$ cat config.mk
export PLATFORM = sky130hd
export DESIGN_NAME = inst_fetch_queue
export DESIGN_NICKNAME = d
export VERILOG_FILES = /design/src/rtl/inst_fetch_queue.sv
export SDC_FILE = /design/constraint.sdc
export NUM_CORES = 1
export LEC_CHECK = 0
export ABC_AREA = 1
export BUFFER_PORTS_ARGS = -buffer_cell sky130_fd_sc_hd__clkbuf_2
export CORE_ASPECT_RATIO = 0.8
export CORE_UTILIZATION = 45
export DETAILED_ROUTE_END_ITERATION = 8
export GPL_TIMING_DRIVEN = 0
export HOLD_SLACK_MARGIN = 0.02
export PLACE_DENSITY = 0.74
export REMOVE_ABC_BUFFERS = 1
export SETUP_SLACK_MARGIN = 0.02
export SYNTH_ARGS = -nofsm -noshare
export SYNTH_HDL_FRONTEND = slang
export SYNTH_SLANG_ARGS = --single-unit
$ cat constraint.sdc
create_clock -name i_clk -period 19.5 [get_ports i_clk]
set_clock_uncertainty 0.2 [all_clocks]
set_input_delay 0.975 -clock i_clk [delete_from_list [all_inputs] [get_ports i_clk]]
set_output_delay 0.975 -clock i_clk [all_outputs]
set_load 0.01 [all_outputs]
$ cat src/rtl/inst_fetch_queue.sv
// Fetch stage: issues sequential PCs to a 1-cycle inst SRAM and buffers {pc,inst}
// pairs in a small prefetch queue so ID back-pressure never drops an SRAM response.
module inst_fetch_queue #(
   parameter int          DEPTH    = 4,
   parameter int          ADDR_W   = 32,
   parameter int          DATA_W   = 32,
   parameter logic [31:0] RESET_PC = 32'hbfc0_0000
) (
   input  logic                       i_clk,
   input  logic                       i_rst,
   input  logic                       i_br_e,
   input  logic [ADDR_W-1:0]          i_br_addr,
   output logic                       o_inst_sram_en,
   output logic [3:0]                 o_inst_sram_wen,
   output logic [ADDR_W-1:0]          o_inst_sram_addr,
   output logic [DATA_W-1:0]          o_inst_sram_wdata,
   input  logic [DATA_W-1:0]          i_inst_sram_rdata,
   output logic                       o_out_valid,
   input  logic                       i_out_ready,
   output logic [ADDR_W-1:0]          o_out_pc,
   output logic [DATA_W-1:0]          o_out_inst,
   output logic [$clog2(DEPTH):0]     o_count
);

   localparam int PTR_W = $clog2(DEPTH);
   localparam int CNT_W = PTR_W + 1;

   logic [ADDR_W-1:0] r_pc;
   logic [ADDR_W-1:0] r_inflight_pc;
   logic              r_inflight;
   logic [PTR_W-1:0]  r_rd_ptr;
   logic [PTR_W-1:0]  r_wr_ptr;
   logic [CNT_W-1:0]  r_count;
   logic [ADDR_W-1:0] r_mem_pc   [DEPTH];
   logic [DATA_W-1:0] r_mem_inst [DEPTH];

   logic [CNT_W-1:0]  w_used;
   logic              w_issue;
   logic              w_push;
   logic              w_pop;
   logic              w_valid;

   // Credit counts the outstanding request so its response always has a slot.
   assign w_used  = r_count + {{PTR_W{1'b0}}, r_inflight};
   assign w_issue = !i_rst && !i_br_e && (w_used < CNT_W'(DEPTH));
   assign w_valid = (r_count != '0);
   assign w_push  = r_inflight && !i_br_e;
   assign w_pop   = w_valid && i_out_ready && !i_br_e;

   assign o_inst_sram_en    = w_issue;
   assign o_inst_sram_wen   = 4'b0000;
   assign o_inst_sram_addr  = r_pc;
   assign o_inst_sram_wdata = '0;
   assign o_out_valid       = w_valid;
   assign o_out_pc          = r_mem_pc[r_rd_ptr];
   assign o_out_inst        = r_mem_inst[r_rd_ptr];
   assign o_count           = r_count;

   always_ff @(posedge i_clk) begin
      if (i_rst) begin
         r_pc          <= ADDR_W'(RESET_PC);
         r_inflight    <= 1'b0;
         r_inflight_pc <= '0;
         r_rd_ptr      <= '0;
         r_wr_ptr      <= '0;
         r_count       <= '0;
         for (int i = 0; i < DEPTH; i++) begin
            r_mem_pc[i]   <= '0;
            r_mem_inst[i] <= '0;
         end
      end else if (i_br_e) begin
         // Redirect: drop queue contents and any response arriving this cycle.
         r_pc       <= i_br_addr;
         r_inflight <= 1'b0;
         r_rd_ptr   <= '0;
         r_wr_ptr   <= '0;
         r_count    <= '0;
      end else begin
         r_inflight <= w_issue;
         if (w_issue) begin
            r_pc          <= r_pc + ADDR_W'(4);
            r_inflight_pc <= r_pc;
         end
         if (w_push) begin
            r_mem_pc[r_wr_ptr]   <= r_inflight_pc;
            r_mem_inst[r_wr_ptr] <= i_inst_sram_rdata;
            r_wr_ptr             <= r_wr_ptr + PTR_W'(1);
         end
         if (w_pop) begin
            r_rd_ptr <= r_rd_ptr + PTR_W'(1);
         end
         if (w_push && !w_pop) begin
            r_count <= r_count + CNT_W'(1);
         end else if (!w_push && w_pop) begin
            r_count <= r_count - CNT_W'(1);
         end
      end
   end

   always_ff @(posedge i_clk) begin
      if (!i_rst) begin
         assert (!(w_push && (r_count == CNT_W'(DEPTH))));
      end
   end

endmodule
==> results by stage, run 1 <==
Drt:
- The DRC marker count from the first detailed-route iteration is 979.
- The post-detailed-route count of antenna-violating nets is 0.
- The pre-antenna-repair detailed-routing pass consisted of 5 iterations.
- For this block, the via count after detailed routing is 11500.
- The count of unresolved DRC violations after routing is 0.
- Dividing the detail-routed wire length by the instance count gives between 15 and 20 um.
- The final wirelength is between 30000 and 40000 um.
- Dividing the detail-routed via count by the number of cells gives 5.27.

Synth:
- The post-synthesis cell area is 14900 um^2.
- The number of synthesis warnings is 0.
- Synthesis inferred 330 register bits.
- The number of distinct library cells after synthesis is 37.
- The share of Yosys cell area claimed by the top area cell type is between 50% and 60%.
- Sorting the synthesized cells by area gives the leading types as sky130_fd_sc_hd__edfxtp_1 (52%), sky130_fd_sc_hd__nor2_1 (10%), sky130_fd_sc_hd__dfxtp_1 (9.9%).
- In the synthesized netlist, the number of instances is 1599.
- Sequential elements use 61.5% of the synthesized area.
- Averaged over all synthesized cells, the footprint is approximately 9.3 um^2.
- The synthesized design spends more area on one cell type than any other, namely sky130_fd_sc_hd__edfxtp_1.

Global route:
- The initial antenna violation count is 0.
- Entering global routing, the biggest net connects 93 pins.
- The number of global-route vias before repair is 11000.
- The first global-routing pass estimated 60100 um of wire.
- In the global route stage, overall resource usage came out at 23.4%.
- The overall overflow remaining after global route is 0.

Final layout:
- 0 antenna diodes ended up in the layout.
- In the layout the commonest cells are sky130_fd_sc_hd__nor2_1 (411), sky130_fd_sc_hd__edfxtp_1 (256), sky130_fd_sc_hd__nand2_1 (196), sky130_fd_sc_hd__o21ai_0 (185), sky130_fd_sc_hd__clkbuf_2 (168).
- The area growth from synthesis to layout is 15.1%.
- After the last flow step, the layout net total stands at 1794.
- Of the cells placed in the final design, the portion with a size suffix greater than 1 is 15.4%.
- The non-filler instance count after layout is 2174.
- Leaving out fill and tap cells, the most frequent cell in the layout is sky130_fd_sc_hd__nor2_1.

Setup path:
- The terminus of the critical flop-to-flop path is r_mem_inst[0][18].
- The required arrival time at the worst endpoint is 18.33 ns.
- The classification of the worst setup path is input port to output port.
- The kind of end point of the critical path is an output port.
- STA puts the critical path data arrival time at 3.52 ns.
- The worst register-to-register path has a depth of 6.
- The family with the most delay on the worst path is buffers and inverters.
- The cell repeated most along the worst path is sky130_fd_sc_hd__clkbuf_2.
- The worst path buffer plus inverter count is 3.
- STA classifies the critical path startpoint as an input port.
- The largest fanout on the critical path is 76.
- The startpoint of the worst register-to-register path is r_inflight.
- The largest single stage delay on the critical path is ~1.0 ns.
- Setup slack on the worst reg-to-reg path comes out at around 17 ns.
- On the critical path, the stage with the largest delay is an instance of sky130_fd_sc_hd__inv_2.
- Walking the worst path, the cells encountered are clkbuf_2, nor2_8, nand3_4, inv_2, clkbuf_2.

Clock network:
- The insertion delay to the later sink of the worst-skew pair is 0.52 ns.
- The clock-pin slew on the worst setup and hold paths is around 0.060 ns.
- The maximum buffer depth of the clock tree is 3.
- TritonCTS created 35 clock buffers.
- The root cell of the clock tree is sky130_fd_sc_hd__clkbuf_16.
- The TritonCTS sink count is 330.
- The number of setup buffers added after CTS is 0.
- The number of hold buffers added after CTS was 0.
- The H-tree was split into 2 levels.
- TritonCTS built the clock tree.
- The post-cts sizing count is 0.

Worst hold path:
- The worst hold path depth is 2.
- The tightest min-delay check is of the flop to flop type.
- The startpoint of the most critical hold path is r_rd_ptr[1].

STA:
- Setup repair after global routing left no endpoint under its margin.
- The share of the clock period used by the worst path after layout is between 20 and 25%.
- The number of hold violations in the final report is 0.
- The number of pins exceeding their max-slew limit in the final report is 0.
- The top achievable clock speed is 0.213 GHz.
- The clock period minus final worst setup slack is about 4.7 ns.
- The setup slack of the critical path after layout is 14.81 ns.
- At the pin with the least slew margin, the transition time is ~1.4 ns.
- The setup violation total in the final timing report is 0.
- For the final routed database, the setup TNS stands at 0 ns.
- The relative slew slack is between 5 and 6%.

Floorplanning:
- The number of top-level pins is 205.
- In this run the vertical extent of the chip is 165 um.
- The standard cell core area is approximately 33000 um^2.
- The die area is ~34000 um^2.
- The initial utilization of the core area, before any placement, comes to 45.8%.
- The initialized floorplan defines 59 standard-cell rows.
- The floorplan step set the die width to slightly above 200 um.

Power and ir drop:
- The worst-case IR drop observed on VDD is about 0.046 mV.
- In this run the static leakage power is 6.84 nW.
- The power density over the cells is slightly above 90 nW/um^2.

Placement:
- The total half-perimeter wirelength after legalization and detailed placement is about 23000 um.
- The cell count after placement is roughly 2100.
- Buffers placed on the I/O ports in this run total 168.
- The routability congestion estimate from global placement is 0.894.
- The post-placement setup slack is about 15 ns.

Status:
- The flow ran to the end, and the final reports show no timing, DRC or antenna violations.

Job:
- The number of maximum-capacitance constraint violations is 0.
## cell families after synthesis
logic type | share of synthesized area, %
other | 0.0251
and+or+nand+nor | 18.7
buffers and inverters | 8.23
AOI/OAI and AO/OA | 10.4
DFF | 61.5
adders and majority gates | 0.302
xor gates and xnor gates | 0.940
## layer usage
metal	routed length (um)	vias up	track usage [%]
met5	0	-	0
met4	1080	0	8.18
met3	3260	82	3.83
met2	18500	471	38.6
met1	16700	5408	31.2
li1	-	5505	-
## synth_stat cells
cell and instances:
sky130_fd_sc_hd__nand4_1 1, sky130_fd_sc_hd__nand2_2 6, sky130_fd_sc_hd__conb_1 1, sky130_fd_sc_hd__o21ai_1 4, sky130_fd_sc_hd__a31oi_1 4, sky130_fd_sc_hd__clkbuf_1 51
sky130_fd_sc_hd__nand3_4 1, sky130_fd_sc_hd__nand3_2 2, sky130_fd_sc_hd__o21ai_0 185, sky130_fd_sc_hd__buf_2 27, sky130_fd_sc_hd__nor2_8 1, sky130_fd_sc_hd__nor3_1 33
sky130_fd_sc_hd__nand2_1 200, sky130_fd_sc_hd__xor2_1 12, sky130_fd_sc_hd__nand3_1 28, sky130_fd_sc_hd__a21oi_1 27, sky130_fd_sc_hd__or2_2 1, sky130_fd_sc_hd__buf_1 2
sky130_fd_sc_hd__o211ai_1 1, sky130_fd_sc_hd__nor3_2 1, sky130_fd_sc_hd__xnor2_1 4, sky130_fd_sc_hd__edfxtp_1 256, sky130_fd_sc_hd__a211oi_1 1, sky130_fd_sc_hd__ha_1 2
sky130_fd_sc_hd__o21bai_1 2, sky130_fd_sc_hd__fa_1 1, sky130_fd_sc_hd__buf_4 41, sky130_fd_sc_hd__nor2_1 411, sky130_fd_sc_hd__dfxtp_1 74, sky130_fd_sc_hd__inv_1 127
sky130_fd_sc_hd__nor2_2 9, sky130_fd_sc_hd__clkinv_1 2, sky130_fd_sc_hd__nor2_4 1, sky130_fd_sc_hd__inv_2 9, sky130_fd_sc_hd__buf_6 6, sky130_fd_sc_hd__o22ai_1 64
sky130_fd_sc_hd__o31ai_1 1
## area by class of cell
type / count / area, um^2
sequential: 330 / 9180
tap: 427 / 534
timing repair buffer: 179 / 1080
multi-input combinational: 1039 / 4700
fill: 2958 / 15400
clock buffer: 52 / 1050
inverter: 138 / 522
clock inverter: 9 / 97.6
## metrics by stage
stage,power [W],util [%],area [um^2],hold slack (ns)
after detailed placement,0.000934,49.2,16000,0.251
after floorplan,0.000878,-,14300,0.236
after CTS,0.00160,52.7,17200,0.266
final,0.00159,52.7,17200,0.269
after global routing,0.00164,52.7,17200,0.306
after global placement,0.000930,48.3,15700,0.255
## worst max path at each step
| stage | slack [ns] | start | end | cells past startpoint |
|---|---|---|---|---|
| after global routing | 14.65 | i_rst | o_inst_sram_en | 5 |
| after detailed placement | 14.87 | i_rst | o_inst_sram_en | 5 |
| after global placement | 7.48 | i_br_e | r_mem_inst[3][12] | 4 |
| final | 14.81 | i_br_e | o_inst_sram_en | 5 |
| after floorplan | 12.64 | i_br_e | r_mem_inst[3][0] | 3 |
| after CTS | 14.85 | i_rst | o_inst_sram_en | 5 |
## sequential cells by signal (all words and copies together), names as in the netlist, named ones only
name              flops
r_inflight            1
r_wr_ptr              2
r_inflight_pc        32
r_mem_inst          128
o_inst_sram_addr     32
r_mem_pc            128
o_count               3
r_rd_ptr              2
## worst min-delay path, stage by stage, from the launching register on
cell and delay [ns]:
sky130_fd_sc_hd__dfxtp_1 0.30, sky130_fd_sc_hd__inv_1 0.06, sky130_fd_sc_hd__a21oi_1 0.07
## power by group
part           internal, W  switching (W)
registers         0.000787      0.0000179
logic            0.0000349      0.0000801
clock network     0.000399       0.000267
Note: power is estimated with default switching activity, not from simulation.
==> inputs of run 2 (changes only) <==
Settings changed: PLACE_DENSITY 0.74 to 0.76.
Clock period 19.5 ns to 3.9 ns, I/O delays scaled along.
==> results by stage, run 2 (synthesis results as in run 1) <==
Setup path:
- The data arrival time at the worst-slack endpoint is 2.92 ns (was 3.52 ns).
- The type of origin of the critical path is a flop (was input port).
- The kind of end point of the critical path was an output port (unchanged).
- The required arrival time at the worst endpoint came to 3.50 ns (was 18.33 ns).
- The classification of the worst setup path is flop to output port (was input port to output port).
- The largest fanout on the critical path is 76 (unchanged).

Floorplanning:
- The number of cell rows is 59 (unchanged).
- The standard cell core area is 32600 um^2 (unchanged).
- The die area is 33900 um^2 (unchanged).
- The die width is 206 um (unchanged).
- The starting density of the core is 45.8% (unchanged).
- The number of top-level pins is 205 (unchanged).
- The overall die height was 165 um (unchanged).

Global route:
- The maximum number of pins on one net before global-route repair is 93 (unchanged).
- The initial antenna violation count is 0 (unchanged).
- The total track usage is 23.9% (was 23.4%).
- The global-route wire length before repair came to 61600 um (was 60100 um).
- The number of global-route vias before repair is 11200 (was 11000).
- The overall overflow remaining after global route is 0 (unchanged).

Placement:
- The routability congestion estimate from global placement was 0.875 (was 0.894).
- The total half-perimeter wirelength after legalization and detailed placement is 23900 um (was 23300 um).
- The number of input and output port buffers inserted is 168 (unchanged).
- The cell count after placement is 2116 (was 2113).

Drt:
- The number of vias per cell is 5.28 (was 5.27).
- The total iterations of the first detailed-routing run is 7 (was 5).
- The DRC marker count from the first detailed-route iteration is 1189 (was 979).
- The post-detailed-route count of antenna-violating nets is 0 (unchanged).
- The count of unresolved DRC violations after routing is 0 (unchanged).
- The final routed wire length divided by cell count is 18.0 um (was 18.2 um).
- The final wirelength is 40300 um (was 39500 um).
- The via count is 11900 (was 11500).

STA:
- The setup violation total in the final timing report is 0 (unchanged).
- The minimum hold slack is 0.253 ns (was 0.269 ns).
- The summed negative setup slack over all endpoints is 0 ns (unchanged).
- Subtracting the final worst setup slack from the clock period gives 3.31 ns.
- RSZ-0062 raised after global routing: no (unchanged).
- The share of the clock period used by the worst path after layout is 84.9%.
- The number of hold violations in the final report is 0 (unchanged).
- The top achievable clock speed is 0.302 GHz.
- The relative slew slack is 14.0% (was 5.04%).
- The number of pins exceeding their max-slew limit in the final report is 0 (unchanged).
- The transition time of the tightest slew-check pin was 1.29 ns (was 1.42 ns).

Clock network:
- The clock tree from TritonCTS is built (unchanged).
- The insertion delay to the later sink of the worst-skew pair came to 0.53 ns (was 0.52 ns).
- The root cell of the clock tree is sky130_fd_sc_hd__clkbuf_16 (unchanged).
- The post-cts sizing count is 0 (unchanged).
- The TritonCTS sink count is 330 (unchanged).
- The number of CTS-inserted buffers is 35 (unchanged).
- The number of levels in the clock H-tree is 2 (unchanged).
- The clock-pin slew on the worst setup and hold paths came to 0.06 ns (about the same).
- The maximum buffer depth of the clock tree is 3 (unchanged).

Power and ir drop:
- The cell-internal power came to 0.00610 W (was 0.00122 W).
- The proportion of power drawn by flip-flops and latches came to 50.4% (was 50.7%).
- The clock network power share is 41.7% (was 42.0%).
- The worst IR drop on VDD is 0.254 mV (was 0.0459 mV).
- The power density over the cells is 446 nW/um^2 (was 92.4 nW/um^2).
- The net switching power is 0.00189 W (was 0.000365 W).
- The switching share of power is 23.6% (was 23.0%).
- The combinational fraction of design power is 7.9% (was 7.3%).
- The static leakage is 7.15 nW (was 6.84 nW).

Final layout:
- The number of antenna cells inserted is 0 (unchanged).
- Leading cell types in the layout, fill and taps excluded: sky130_fd_sc_hd__nor2_1 (411), sky130_fd_sc_hd__edfxtp_1 (256), sky130_fd_sc_hd__nand2_1 (196), sky130_fd_sc_hd__o21ai_0 (185), sky130_fd_sc_hd__clkbuf_2 (168) (unchanged).
- The non-filler instance count after layout was 2245 (was 2174).
- The most common cell after layout, fill and taps aside is sky130_fd_sc_hd__nor2_1 (unchanged).
- The layout cell share with drive strength beyond 1 is 15.1% (was 15.4%).
- The post-layout utilization of the core is 55.0% (was 52.7%).
- The number of fill cells in the layout is 2766 (was 2958).
- Registers with the highest flip-flop counts: r_mem_inst: 128 flops, r_mem_pc: 128 flops (unchanged).
- The final net count came to 1862 (was 1794).
- The post-synthesis to final-layout area growth was 20.0% (was 15.1%).

Job:
- The number of maximum-capacitance constraint violations is 0 (unchanged).

Status:
- Run status: completed (unchanged).

Worst hold path:
- The classification of the worst-slack hold path is input port to flop (was flop to flop).
-- run 2: area by class of cell --
cell class	instances	area, um^2	area share, %
clock buffers	45	955	5.34
clock inverters	19	181	1.01
inverters	138	522	2.92
multi-input cells	1039	4700	26.3
flip-flops and latches	330	9170	51.3
well taps	427	534	2.99
repair buffers	247	1820	10.2
-- run 2: what timing repair did --
action / CTS / global route
setup buffers: 0 / 0
endpoints found under the setup margin: 0 / 0
hold buffers: 65 / 0
hold endpoints to repair: 165 / 0
-- run 2: metrics by stage --
step / area, um^2 / setup slack, ns / total power [W]
after floorplan: 14300 / -2.40 / 0.00439
after global placement: 15700 / -7.06 / 0.00465
after detailed placement: 16100 / 0.560 / 0.00468
after CTS: 17900 / 0.618 / 0.00803
after global routing: 17900 / 0.368 / 0.00826
final: 17900 / 0.589 / 0.00799
-- run 2: power by group through the flow --
| stage | registers, W | clock network (W) | logic (W) |
|---|---|---|---|
| after floorplan | 0.00409 | 0 | 0.000302 |
| after global placement | 0.00411 | 0 | 0.000538 |
| after detailed placement | 0.00410 | 0 | 0.000578 |
| after CTS | 0.00402 | 0.00337 | 0.000632 |
| after global routing | 0.00404 | 0.00352 | 0.000697 |
| final | 0.00403 | 0.00333 | 0.000632 |
-- run 2: critical path: stages (launching register included) --
cell and delay [ns]:
sky130_fd_sc_hd__dfxtp_1 0.46, sky130_fd_sc_hd__nand3_1 0.10, sky130_fd_sc_hd__nand2_1 0.11, sky130_fd_sc_hd__nand3_4 0.31
sky130_fd_sc_hd__inv_2 1.06, sky130_fd_sc_hd__clkbuf_2 0.29
-- run 2: metal layers --
layer  share of wire, %  GRT usage (%)  wire length, um
met5                  0              0                0
met4                2.7           7.41             1090
met3                8.2           4.66             3300
met2                 48           40.9            19400
met1                 41           30.7            16500
-- run 2: path summary, 6_finish.rpt --
path / start / to / slack (ns) / cells after the start
worst max-delay path: o_count[0] / o_inst_sram_en / 0.59 / 5
worst min-delay path: i_rst / o_inst_sram_addr[14] / 0.25 / 2
worst max register to register: r_inflight / r_mem_inst[3][13] / 1.09 / 7
worst min register to register: o_inst_sram_addr[0] / r_inflight_pc[0] / 0.29 / 2
==> inputs of run 3 (changes only) <==
Settings changed: ABC_AREA 1 to 0, PLACE_DENSITY 0.76 to 0.74.
Clock period 3.9 ns to 3.35 ns, I/O delays scaled along.
==> results by stage, run 3 <==
Drt:
- The final routed wire length divided by cell count came to 20.1 um (was 18.0 um).
- The post-detailed-route count of antenna-violating nets is 0 (unchanged).
- The via count came to 9381 (was 11900).
- The number of vias per cell came to 5.35 (was 5.28).
- The count of unresolved DRC violations after routing is 0 (unchanged).
- The DRC marker count from the first detailed-route iteration came to 719 (was 1189).
- The total iterations of the first detailed-routing run was 6 (was 7).
- The final wirelength was 35100 um (was 40300 um).

Synth:
- The sequential share of the synthesized area is 64.8% (was 61.5%).
- The most area-hungry cell type in the Yosys netlist is sky130_fd_sc_hd__edfxtp_1 (unchanged).
- The number of distinct library cells after synthesis came to 53 (was 37).
- The synthesized-area fraction occupied by adder cells is 0.318% (was 0.302%).
- The share of cell area taken by muxes after synthesis is 10.6% (was 0%).
- The share of synthesized registers carrying an async set or reset is 0% (unchanged).
- The combinational family with the most area after synthesis is simple AND/OR/NAND/NOR gates (unchanged).
- The gate count of the mapped netlist was 1102 (was 1599).
- The synthesized area divided by synthesized cell count was 12.8 um^2 (was 9.33 um^2).
- The post-synthesis compound-gate area fraction is 3.42% (was 10.4%).
- The share of Yosys cell area claimed by the top area cell type is 54.3% (was 51.5%).
- Top post-synthesis cells by count: sky130_fd_sc_hd__edfxtp_1 (256), sky130_fd_sc_hd__nor2_1 (224), sky130_fd_sc_hd__nand2_1 (122) (was sky130_fd_sc_hd__nor2_1 (411), sky130_fd_sc_hd__edfxtp_1 (256), sky130_fd_sc_hd__nand2_1 (200)).
- The number of synthesis warnings is 0 (unchanged).
- Most area-consuming cells after synthesis: sky130_fd_sc_hd__edfxtp_1 (54%), sky130_fd_sc_hd__dfxtp_1 (10%), sky130_fd_sc_hd__mux4_2 (10%) (was sky130_fd_sc_hd__edfxtp_1 (52%), sky130_fd_sc_hd__nor2_1 (10%), sky130_fd_sc_hd__dfxtp_1 (9.9%)).
- The leading cell type by number of instances after synthesis is sky130_fd_sc_hd__edfxtp_1 (was sky130_fd_sc_hd__nor2_1).
- The simple logic cell fraction of the synthesized area is 14.1% (was 18.7%).
- The leading register cell type out of synthesis is sky130_fd_sc_hd__edfxtp_1 (unchanged).
- The post-synthesis cell area came to 14100 um^2 (was 14900 um^2).
- The flip-flop and latch count after synthesis is 330 (unchanged).
- The fraction of synthesized cell area in xor and xnor cells is 1.79% (was 0.940%).
- The number of synthesized flops with an enable pin is 256 (unchanged).

Placement:
- The routability congestion estimate from global placement is 0.784 (was 0.875).
- The cell count after placement is 1625 (was 2116).
- The number of input and output port buffers inserted is 168 (unchanged).
- The total half-perimeter wirelength after legalization and detailed placement is 20500 um (was 23900 um).
- The post-placement setup slack is -0.616 ns (was 0.560 ns).

Power and ir drop:
- The worst IR drop on VDD is 0.373 mV (was 0.254 mV).
- The static leakage was 6.59 nW (was 7.15 nW).
- The power consumption is 0.00924 W (was 0.00799 W).
- The power density over the cells is 537 nW/um^2 (was 446 nW/um^2).

Floorplanning:
- The die width was 200 um (was 206 um).
- The starting density of the core is 46.1% (was 45.8%).
- The number of cell rows is 57 (was 59).
- The die area is 32200 um^2 (was 33900 um^2).
- The standard cell core area is 30700 um^2 (was 32600 um^2).
- The number of top-level pins came to 205 (unchanged).
- The overall die height is 161 um (was 165 um).

STA:
- The setup violation total in the final timing report is 0 (unchanged).
- The transition time of the tightest slew-check pin came to 0.999 ns (was 1.29 ns).
- RSZ-0062 raised after global routing: no (unchanged).
- The minimum hold slack is 0.0865 ns (was 0.253 ns).
- The relative slew slack is 33.4% (was 14.0%).
- The setup slack of the critical path after layout is 0.143 ns (was 0.589 ns).
- The number of pins exceeding their max-slew limit in the final report is 0 (unchanged).
- The number of hold violations in the final report was 0 (unchanged).
- The summed negative setup slack over all endpoints is 0 ns (unchanged).
- For the finished layout, the period the worst path requires is around 3.2 ns.
- Dividing the final minimum period by the clock period gives 95.7%.
- The top achievable clock speed is between 0.3 and 0.4 GHz.

Clock network:
- The clock tree from TritonCTS is built (unchanged).
- The root cell of the clock tree is sky130_fd_sc_hd__clkbuf_16 (unchanged).
- The number of CTS-inserted buffers is 34 (was 35).
- The clock-pin slew on the worst setup and hold paths was 0.06 ns (about the same).
- The insertion delay to the later sink of the worst-skew pair came to 0.52 ns (was 0.53 ns).
- The number of levels in the clock H-tree is 2 (unchanged).
- The TritonCTS sink count is 330 (unchanged).
- The maximum buffer depth of the clock tree came to 3 (unchanged).
- The number of setup buffers added after CTS is 0 (unchanged).

Final layout:
- The post-synthesis to final-layout area growth is 21.7% (was 20.0%).
- The number of antenna cells inserted is 0 (unchanged).
- The layout cell share with drive strength beyond 1 is 24.3% (was 15.1%).
- The non-filler instance count after layout is 1752 (was 2245).
- Leading cell types in the layout, fill and taps excluded: sky130_fd_sc_hd__edfxtp_1 (256), sky130_fd_sc_hd__nor2_1 (222), sky130_fd_sc_hd__clkbuf_2 (168), sky130_fd_sc_hd__nand2_1 (118), sky130_fd_sc_hd__dfxtp_1 (72) (was sky130_fd_sc_hd__nor2_1 (411), sky130_fd_sc_hd__edfxtp_1 (256), sky130_fd_sc_hd__nand2_1 (196), sky130_fd_sc_hd__o21ai_0 (185), sky130_fd_sc_hd__clkbuf_2 (168)).
- The most common cell after layout, fill and taps aside is sky130_fd_sc_hd__edfxtp_1 (was sky130_fd_sc_hd__nor2_1).
- The final net count was 1385 (was 1862).
- Registers with the highest flip-flop counts: r_mem_inst: 128 flops, r_mem_pc: 128 flops (unchanged).

Setup path:
- The largest fanout on the critical path is 43 (was 76).
- The classification of the worst setup path was input port to output port (was flop to output port).
- The required arrival time at the worst endpoint is 2.98 ns (was 3.50 ns).
- The kind of end point of the critical path is an output port (unchanged).
- The type of origin of the critical path was an input port (was flop).
- The data arrival time at the worst-slack endpoint is 2.84 ns (was 2.92 ns).

Global route:
- The number of global-route vias before repair is 9472 (was 11200).
- The maximum number of pins on one net before global-route repair is 52 (was 93).
- The overall overflow remaining after global route is 0 (unchanged).
- The total track usage is 21.9% (was 23.9%).
- The initial antenna violation count is 0 (unchanged).
- The global-route wire length before repair is 53700 um (was 61600 um).

Status:
- Run status: completed (unchanged).

Job:
- The number of maximum-capacitance constraint violations is 0 (unchanged).

Worst hold path:
- The classification of the worst-slack hold path is input port to flop (unchanged).
run 3: cell families (layout without fill, tap and decap cells):
| logic type | after synthesis | after routing |
|---|---|---|
| buf+inv | 146 | 347 |
| flops | 330 | 330 |
| xor+xnor | 28 | 28 |
| fa+ha+maj | 3 | 3 |
| other cells | 1 | 36 |
| mux | 69 | 69 |
| compound gates | 77 | 77 |
| simple gates | 448 | 449 |
run 3: path summary, 6_finish.rpt:
kind	from	end	slack (ns)	depth (start not counted)
setup / recovery	i_rst	o_inst_sram_en	0.14	6
hold / removal	i_br_e	o_inst_sram_addr[6]	0.09	3
setup reg to reg	r_wr_ptr[1]	r_mem_inst[1][25]	0.41	4
hold reg to reg	o_inst_sram_addr[0]	r_inflight_pc[0]	0.29	2
run 3: final cells by class:
cell class	count	area (um^2)
well taps	413	517
fillers	2500	13400
multi-input cells	662	4480
repair buffers	245	1740
clock inverters	16	209
flip-flops and latches	330	9180
clock buffers	45	933
inverters	41	161
run 3: stage by stage:
step,area [um^2],utilization (%)
final,17200,56.2
after global routing,17200,56.2
after CTS,17200,56.1
after detailed placement,15400,50.2
after global placement,15100,49.2
after floorplan,13700,-
run 3: what timing repair did:
item,CTS,global route
resized for setup,2,3
hold endpoints to repair,164,0
pin swaps,0,1
setup endpoints to repair,103,55
gates cloned,0,1
hold buffers,65,0
run 3: power by group:
group | switching (W) | internal, W
sequential | 0.000100 | 0.00458
clock | 0.00154 | 0.00235
combinational | 0.000395 | 0.000268
run 3: metal layers:
metal	track usage (%)	vias to the layer above	share of wire, %
met4	4.97	0	1.2
met5	0.149	-	0
li1	-	4282	-
met1	30.1	4658	42
met2	36.3	400	48
met3	3.88	41	7.9
run 3: critical path, stage by stage:
cell and delay (ns):
sky130_fd_sc_hd__clkbuf_2 0.72, sky130_fd_sc_hd__clkinv_4 0.65, sky130_fd_sc_hd__nand2_1 0.63, sky130_fd_sc_hd__nor2_4 0.21
sky130_fd_sc_hd__buf_16 0.25, sky130_fd_sc_hd__clkbuf_2 0.14
